--- config.mk ---
export PLATFORM = sky130hd
export DESIGN_NAME = instr_mem_responder_flat
export DESIGN_NICKNAME = d
export VERILOG_FILES = /design/src/rtl/instr_mem_responder_pkg.sv /design/src/rtl/instr_mem_responder_if.sv /design/src/rtl/instr_mem_responder_array.sv /design/src/rtl/instr_mem_responder.sv /design/src/flat_wrapper.sv
export SDC_FILE = /design/constraint.sdc
export NUM_CORES = 1
export LEC_CHECK = 0
export ABC_AREA = 1
export CAP_MARGIN = 15
export CORE_AREA = 2 2 273 167
export DETAILED_ROUTE_END_ITERATION = 8
export DIE_AREA = 0 0 275 169
export HOLD_SLACK_MARGIN = 0.05
export PLACE_DENSITY = 0.64
export SETUP_SLACK_MARGIN = 0.2
export SLEW_MARGIN = 10
export SYNTH_ARGS = -nofsm -noshare
export SYNTH_HDL_FRONTEND = slang
export SYNTH_SLANG_ARGS = --single-unit
--- constraint.sdc ---
create_clock -name clock -period 2.45 [get_ports clock]
set_clock_uncertainty 0.1 [all_clocks]
set_input_delay 0.49 -clock clock [delete_from_list [all_inputs] [get_ports clock]]
set_output_delay 0.49 -clock clock [all_outputs]
set_load 0.05 [all_outputs]
--- src/rtl/instr_mem_responder_pkg.sv ---
// rtl/instr_mem_responder_pkg.sv - shared types and constants for the instruction memory responder
package instr_mem_pkg;

    typedef enum logic [1:0] {
        IDLE,
        WAIT,
        RESP
    } fetch_state_t;

    localparam int DEF_ADDR_W = 5;
    localparam int DEF_DATA_W = 16;
    localparam int MAX_WAIT   = 7;
    localparam int CTR_W      = 3;

endpackage

--- src/rtl/instr_mem_responder_if.sv ---
// rtl/instr_mem_responder_if.sv - fetch and program-load signal bundle
interface instr_mem_responder_if
    import instr_mem_pkg::*;
#(
    parameter int ADDR_W = DEF_ADDR_W,
    parameter int DATA_W = DEF_DATA_W
);
    logic              fetch_req;
    logic [ADDR_W-1:0] fetch_addr;
    logic              fetch_valid;
    logic [DATA_W-1:0] fetch_data;
    logic              busy;
    logic              load_en;
    logic [ADDR_W-1:0] load_addr;
    logic [DATA_W-1:0] load_data;
    logic              load_err;

    modport master (
        output fetch_req, fetch_addr, load_en, load_addr, load_data,
        input  fetch_valid, fetch_data, busy, load_err
    );

    modport slave (
        input  fetch_req, fetch_addr, load_en, load_addr, load_data,
        output fetch_valid, fetch_data, busy, load_err
    );
endinterface

--- src/rtl/instr_mem_responder_array.sv ---
// rtl/instr_mem_responder_array.sv - program store, one write port and one combinational read port
module instr_mem_array
    import instr_mem_pkg::*;
#(
    parameter int ADDR_W = DEF_ADDR_W,
    parameter int DATA_W = DEF_DATA_W
) (
    input  logic              i_clock,
    input  logic              i_we,
    input  logic [ADDR_W-1:0] i_waddr,
    input  logic [DATA_W-1:0] i_wdata,
    input  logic [ADDR_W-1:0] i_raddr,
    output logic [DATA_W-1:0] o_rdata
);
    localparam int DEPTH = 2 ** ADDR_W;

    // No reset on purpose: a loaded program must survive a core reset.
    logic [DATA_W-1:0] r_mem [DEPTH];

    always_ff @(posedge i_clock) begin
        if (i_we) begin
            r_mem[i_waddr] <= i_wdata;
        end
    end

    assign o_rdata = r_mem[i_raddr];

endmodule

--- src/rtl/instr_mem_responder.sv ---
// rtl/instr_mem_responder.sv - fetch responder with programmable wait states
// Optional fetch counter enabled by INSTR_MEM_FETCH_COUNT_EN.
module instr_mem_responder
    import instr_mem_pkg::*;
#(
    parameter int ADDR_W      = DEF_ADDR_W,
    parameter int DATA_W      = DEF_DATA_W,
    parameter int WAIT_CYCLES = 1
) (
    input  logic                  clock,
    input  logic                  reset,
    instr_mem_responder_if.slave  bus
`ifdef INSTR_MEM_FETCH_COUNT_EN
    ,
    output logic [15:0]           fetch_count
`endif
);
    localparam logic [CTR_W-1:0] WAIT_INIT =
        (WAIT_CYCLES == 0) ? '0 : CTR_W'(WAIT_CYCLES - 1);

    fetch_state_t      r_state;
    logic [CTR_W-1:0]  r_ctr;
    logic [ADDR_W-1:0] r_addr;
    logic              r_valid;
    logic [DATA_W-1:0] r_data;
    logic              r_err;
    logic              w_we;
    logic [DATA_W-1:0] w_rd_data;

    // Loads are only honoured while no fetch is in flight.
    assign w_we = bus.load_en && (r_state == IDLE) && !reset;

    instr_mem_array #(
        .ADDR_W (ADDR_W),
        .DATA_W (DATA_W)
    ) u_array (
        .i_clock (clock),
        .i_we    (w_we),
        .i_waddr (bus.load_addr),
        .i_wdata (bus.load_data),
        .i_raddr (r_addr),
        .o_rdata (w_rd_data)
    );

    always_ff @(posedge clock) begin
        if (reset) begin
            r_state <= IDLE;
            r_ctr   <= '0;
            r_addr  <= '0;
            r_valid <= 1'b0;
            r_data  <= '0;
            r_err   <= 1'b0;
        end else begin
            r_valid <= 1'b0;
            if (bus.load_en && (r_state != IDLE)) begin
                r_err <= 1'b1;
            end
            unique case (r_state)
                IDLE: begin
                    if (bus.fetch_req) begin
                        r_addr <= bus.fetch_addr;
                        if (WAIT_CYCLES == 0) begin
                            r_state <= RESP;
                        end else begin
                            r_state <= WAIT;
                            r_ctr   <= WAIT_INIT;
                        end
                    end
                end
                WAIT: begin
                    if (r_ctr == '0) begin
                        r_state <= RESP;
                    end else begin
                        r_ctr <= r_ctr - 1'b1;
                    end
                end
                RESP: begin
                    // Array is read here, so a same-edge load in IDLE is already visible.
                    r_valid <= 1'b1;
                    r_data  <= w_rd_data;
                    r_state <= IDLE;
                end
                default: r_state <= IDLE;
            endcase
        end
    end

    assign bus.fetch_valid = r_valid;
    assign bus.fetch_data  = r_data;
    assign bus.busy        = (r_state != IDLE);
    assign bus.load_err    = r_err;

`ifdef INSTR_MEM_FETCH_COUNT_EN
    logic [15:0] r_fetch_count;

    always_ff @(posedge clock) begin
        if (reset) begin
            r_fetch_count <= '0;
        end else if ((r_state == RESP) && (r_fetch_count != 16'hFFFF)) begin
            r_fetch_count <= r_fetch_count + 16'd1;
        end
    end

    assign fetch_count = r_fetch_count;
`endif

endmodule

--- src/flat_wrapper.sv ---
// flat-port wrapper written by rule: the top's interface ports become plain ports
module instr_mem_responder_flat import instr_mem_pkg::*;
#(
    parameter int ADDR_W      = DEF_ADDR_W,
    parameter int DATA_W      = DEF_DATA_W,
    parameter int WAIT_CYCLES = 1
)
  (clock, reset, bus_fetch_req, bus_fetch_addr, bus_load_en, bus_load_addr, bus_load_data, bus_fetch_valid, bus_fetch_data, bus_busy, bus_load_err);
  instr_mem_responder_if #(.ADDR_W(ADDR_W), .DATA_W(DATA_W)) bus_i ();
  input  logic clock;
  input  logic reset;
  input wire logic [$bits(bus_i.fetch_req)-1:0] bus_fetch_req;
  input wire logic [$bits(bus_i.fetch_addr)-1:0] bus_fetch_addr;
  input wire logic [$bits(bus_i.load_en)-1:0] bus_load_en;
  input wire logic [$bits(bus_i.load_addr)-1:0] bus_load_addr;
  input wire logic [$bits(bus_i.load_data)-1:0] bus_load_data;
  output wire logic [$bits(bus_i.fetch_valid)-1:0] bus_fetch_valid;
  output wire logic [$bits(bus_i.fetch_data)-1:0] bus_fetch_data;
  output wire logic [$bits(bus_i.busy)-1:0] bus_busy;
  output wire logic [$bits(bus_i.load_err)-1:0] bus_load_err;
  assign bus_i.fetch_req = bus_fetch_req;
  assign bus_i.fetch_addr = bus_fetch_addr;
  assign bus_i.load_en = bus_load_en;
  assign bus_i.load_addr = bus_load_addr;
  assign bus_i.load_data = bus_load_data;
  assign bus_fetch_valid = bus_i.fetch_valid;
  assign bus_fetch_data = bus_i.fetch_data;
  assign bus_busy = bus_i.busy;
  assign bus_load_err = bus_i.load_err;
  instr_mem_responder #(.ADDR_W(ADDR_W), .DATA_W(DATA_W), .WAIT_CYCLES(WAIT_CYCLES)) u_core (.clock(clock), .reset(reset), .bus(bus_i));
endmodule
### Word-level counts from Yosys, hierarchy flattened

Memory sizes are Yosys's and may differ from the RTL's. A register that Yosys moved wholly into a read port is not among the register bits.
Cells that the tools add are included.

* $add $sub $neg: 1
* mux-type cells: 9
* reductions and logical operators: 11
* equality and inequality tests: 5

Operators with widths (number)
* 3-bit two-way mux: 2
* 3-bit case mux with 2 select lines: 1
* 2-bit two-way mux: 2
* 2-bit inequality test (second input constant): 2
* 2-bit case mux with 2 select lines: 1
* 2-bit AND reduction: 2
* 2-bit nonzero test: 2
* 1-bit logical AND: 3
* 3-bit zero test: 1
* 1-bit two-way mux: 3
* 3-bit AND reduction: 1
* 3-bit by 1-bit subtractor with 3-bit output (second input constant): 1
* 2-bit by 1-bit == test with 1-bit output (second input constant): 1
* 2-bit == test (second input constant): 1
* 2-bit zero test: 1
* 2-bit by 1-bit inequality test with 1-bit output (second input constant): 1
* 1-bit zero test: 1

* word-level logic and storage cells: 32
* memories: 1
* input bits: 30
* output and inout bits: 19
* register bits after elaboration: 12
* memory bits (writable): 512

Memories
* u_core.u_array.r_mem: words 32, bits a word 16, rd ports 1, clocked after memory_dff 1, write ports 1, RTL line instr_mem_responder_array.sv:18 `logic [DATA_W-1:0] r_mem [DEPTH];`

### Depth between registers and ports, before layout

* depth after elaboration: 5
* gate-level depth with buffers: 12
* gate-level depth less buffers: 9

### Modules after synthesis

From an unflattened synthesis, not the netlist that was laid out.

* cells, all modules: 1915
* area total of the unflattened synthesis: 22041.1 um^2

Modules (own cells, without submodules)
* instr_mem_array: times used 1, cells each 1778, area each 20981.4 um^2, sequential area each 15374.7 um^2
* instr_mem_responder: times used 1, cells each 137, area each 1059.8 um^2, sequential area each 560.5 um^2

### Worst setup path before layout

Ideal clock, no wire load.

* path type: register -> register
* start point: reg u_core.r_state[0]
* end point: mem u_core.u_array.r_mem[0][0] (netlist name) (enable)
* setup time: 389 ps
* clock period less this slack: 2381 ps
* required time: 1961 ps
* path buffers: 0
* arrival time: 1893 ps
* cell stages (with the launch flop): 6
* slack: 69 ps
* path through: dfxtp_1 nor2_1 inv_1 nor2_1 nand3_1 nor2_1

* word-level cells in the longest chain between the ends: 5

RTL lines
* start: declaration: RTL line instr_mem_responder.sv:21 `fetch_state_t r_state;`
* start signal: assignment: RTL line instr_mem_responder.sv:47 `r_state <= IDLE;`
* start signal: assignment: RTL line instr_mem_responder.sv:63 `r_state <= RESP;`
* start signal: assignment: RTL line instr_mem_responder.sv:65 `r_state <= WAIT;`
* 2-bit zero test: RTL line instr_mem_responder.sv:31 `assign w_we = bus.load_en && (r_state == IDLE) && !reset;`
* 1-bit logical AND (2 in series): RTL line instr_mem_responder.sv:31
* 1-bit two-way mux: RTL line instr_mem_responder_array.sv:21 `if (i_we) begin`
* 1-bit two-way mux (implied by the code): RTL line instr_mem_responder_array.sv:22 `r_mem[i_waddr] <= i_wdata;`
* end: declaration: RTL line instr_mem_responder_array.sv:18

No other way between the ends.

==> results.cfg <==
[worst_setup_path]
cp_num_buf_inv = 2
crit_path_start_kind = register
cp_top_family = simple AND/OR/NAND/NOR gates
crit_chain = buf_12 -> buf_16 -> nand2_1 -> nand3_1 -> nand3_1 -> nand2_1 -> nand2_1 -> nand3_1 -> nand2_1 -> a21oi_1
critPathMaxStageDelay_ns = 0.41
path_max_fanout = 59
cp-end-kind = register
crit_path_frequent_cell = nand2_1
required_ns = 2.83
crit_slowest_cell = dfxtp_4
critical_path_class = register to register
cp.arrival_ns = 2.53

[clock_network]
clock-root-buffer = clkbuf_16
htree_levels = 2
cts_buffers = 47
clkSinkCount = 540
clkTransAtPathRegs_ns = 0.06
cts_tree = done
clockBufferDepth = 3
clkLatencyLatePin_ns = 0.59
cts_hold_buffers = 0

[floorplanning]
die_x_um = 275
ios = 49
core_mm2 = 0.0441
initial_utilization = 0.493
die_h_um = 169
placementRows = 60
fp.dieArea_mm2 = 0.0465

[detailed_routing]
route.detailed.drc = 0
first_pass_iters = 6
via_per_inst = 5.68
wl_per_cell_um = 23.5
drtIter0Drc = 2100
routed_wl_um = 60500
postRouteAntennaNets = 0
vias = 14600

[place]
hpwl_um = 36600
place_congestion = 0.925
portBuffers = 48

[timing]
worst_hold_slack_ns = 0.376
final_max_slew_viol_count = 0
slew_headroom = 0.457
grt_setup_unrepaired = no
min_period_ns = 2.14
finalSetupViolations = 0
fin_crit_sh = 0.874
max_freq_ghz = 0.467
hold_viol = 0
tightest_slew_ns = 0.814

[power_and_ir_drop]
power_leakage_nw = 9.22
vdd_ir_drop_max_uv = 720
power_density_mw_per_mm2 = 789

[synthesis]
syn_area_per_cell_um2 = 11.7
yosysWarningCount = 0
synth-seq-cells = 540
netlist_area_mm2 = 0.0218
netlist_instances = 1857
yosysSeqAreaShare = 0.732
synth_cell_types = 20
synth_fp_nets = 1889

[grt]
grt_pass1_wl_um = 87700
grt_pass1_vias = 13700
antenna_found_initial = 0
grtUsageTotal = 0.260
grt_max_degree = 119
overflow = 0

[finish]
fill_cells = 3630
syn_to_final_growth_pct = 15.6
drive_above_1_share = 0.0973
final_util = 0.570
seq_area_mm2 = 0.0159
multi_input_area_mm2 = 0.00508
nets = 1980

[status]
status = finished, final reports clean

[run]
cap_violations = 0

[hold_path]
hp-class = register to register
[logic make-up after synthesis]
kind of cell,Yosys count,share of synthesized area
simple gates,1136,0.221
flops,540,0.732
buf+inv,133,0.0358
compound gates,46,0.0107
fa+ha+maj,2,0.00115
[Yosys cell counts]
master    number  area (um2)
clkinv_4       1        8.76
nor4_1         1        6.26
ha_1           2        25.0
edfxtp_1     512       15400
clkinv_1       1        3.75
clkbuf_1      20        75.1
o41ai_1        1        8.76
buf_1         14        52.6
a21oi_1       23         115
inv_1         16        60.1
buf_2         35         175
nand2_1      665        2500
nor2_1        40         150
dfxtp_1       28         561
buf_4         31         233
o21ai_0       22         110
buf_6         14         158
nor3_1         3        15.0
buf_8          1        15.0
nand3_1      427        2140
[area by class of cell]
type                            count  area share
Multi-Input combinational cell   1184       0.202
Timing Repair Buffer              157      0.0704
Clock inverter                     19     0.00467
Sequential cell                   540       0.634
Tap cell                          589      0.0293
Inverter                           18     0.00328
Clock buffer                       66      0.0567
Antenna cell                        2    0.000199
[metal layers]
metal	wire, um	vias to the layer above	track usage
met4	966	0	0.0503
met1	26900	7088	0.409
met3	7710	65	0.0782
met5	0	-	0
met2	24900	789	0.357
li1	-	6695	-
[report_power, final]
part | total (W) | leakage (nW) | switching, W | internal, W
combinational | 0.00225 | 3.62 | 0.00163 | 0.000612
clock | 0.00744 | 0.769 | 0.00327 | 0.00417
sequential | 0.0102 | 4.83 | 0.0000365 | 0.0101
[sequential cells by signal, indices dropped and copies added (netlist names)]
| signal | count |
|---|---|
| u_core.r_addr | 5 |
| u_core.r_ctr | 3 |
| u_core.bus.fetch_valid | 1 |
| u_core.u_array.r_mem | 512 |
| u_core.r_state | 2 |
| u_core.bus.fetch_data | 16 |
| u_core.bus.load_err | 1 |
[cells in the final DEF, fill, tap and decap left out]
master	instances
ha_1	2
nor4_1	1
inv_2	1
dfxtp_4	2
edfxtp_1	512
clkinv_1	7
nor2_2	6
nand2_1	665
buf_16	2
buf_4	71
nor2_1	34
dfxtp_2	1
clkbuf_1	9
clkinv_4	1
clkdlybuf4s50_1	29
inv_1	14
clkbuf_8	3
nand3_1	426
a21oi_1	23
clkbuf_16	56
o21ai_0	22
dfxtp_1	25
inv_4	2
nand3_2	1
clkinv_2	10
bufinv_16	1
o41ai_1	1
clkbuf_2	1
nor3_1	3
dlygate4sd2_1	18
buf_12	34
clkinv_8	1
diode_2	2
[through the flow]
step / TNS, ns / power, W / cells / setup slack (ns) / instance area (um2)
2_1_floorplan: 0 / 0.0116 / 1857 / 0.0685 / 21800
3_3_place_gp: -0.386 / 0.0125 / 2484 / -0.0388 / 23500
3_5_place_dp: -0.394 / 0.0125 / 2484 / -0.0321 / 23500
4_1_cts: 0 / 0.0199 / 2569 / 0.183 / 25100
5_1_grt: 0 / 0.0205 / 2573 / 0.249 / 25200
6_report: 0 / 0.0199 / 2575 / 0.308 / 25200
[what timing repair did]
item / in CTS / in global routing
cloned: 0 / 2
resized for setup: 19 / 6
pin swaps: 0 / 0
endpoints found under the setup margin: 19 / 7
setup buffers: 0 / 2
[tightest hold or removal path, delay by kind of cell (launching register included)]
kind	cells	cell delay, ns
DFF	1	0.33
AOI/OAI and AO/OA	1	0.06
and+or+nand+nor	1	0.05
[path summary, 6_finish.rpt]
kind | start | end | slack [ns] | depth (start not counted)
worst max-delay path | u_core.r_addr[0] | u_core.bus.fetch_data[13] | 0.31 | 10
worst min-delay path | u_core.bus.load_err | u_core.bus.load_err | 0.38 | 2
worst max register to register | u_core.r_addr[0] | u_core.bus.fetch_data[13] | 0.31 | 10
worst min register to register | u_core.bus.load_err | u_core.bus.load_err | 0.38 | 2
(Power assumes the default switching activity.)
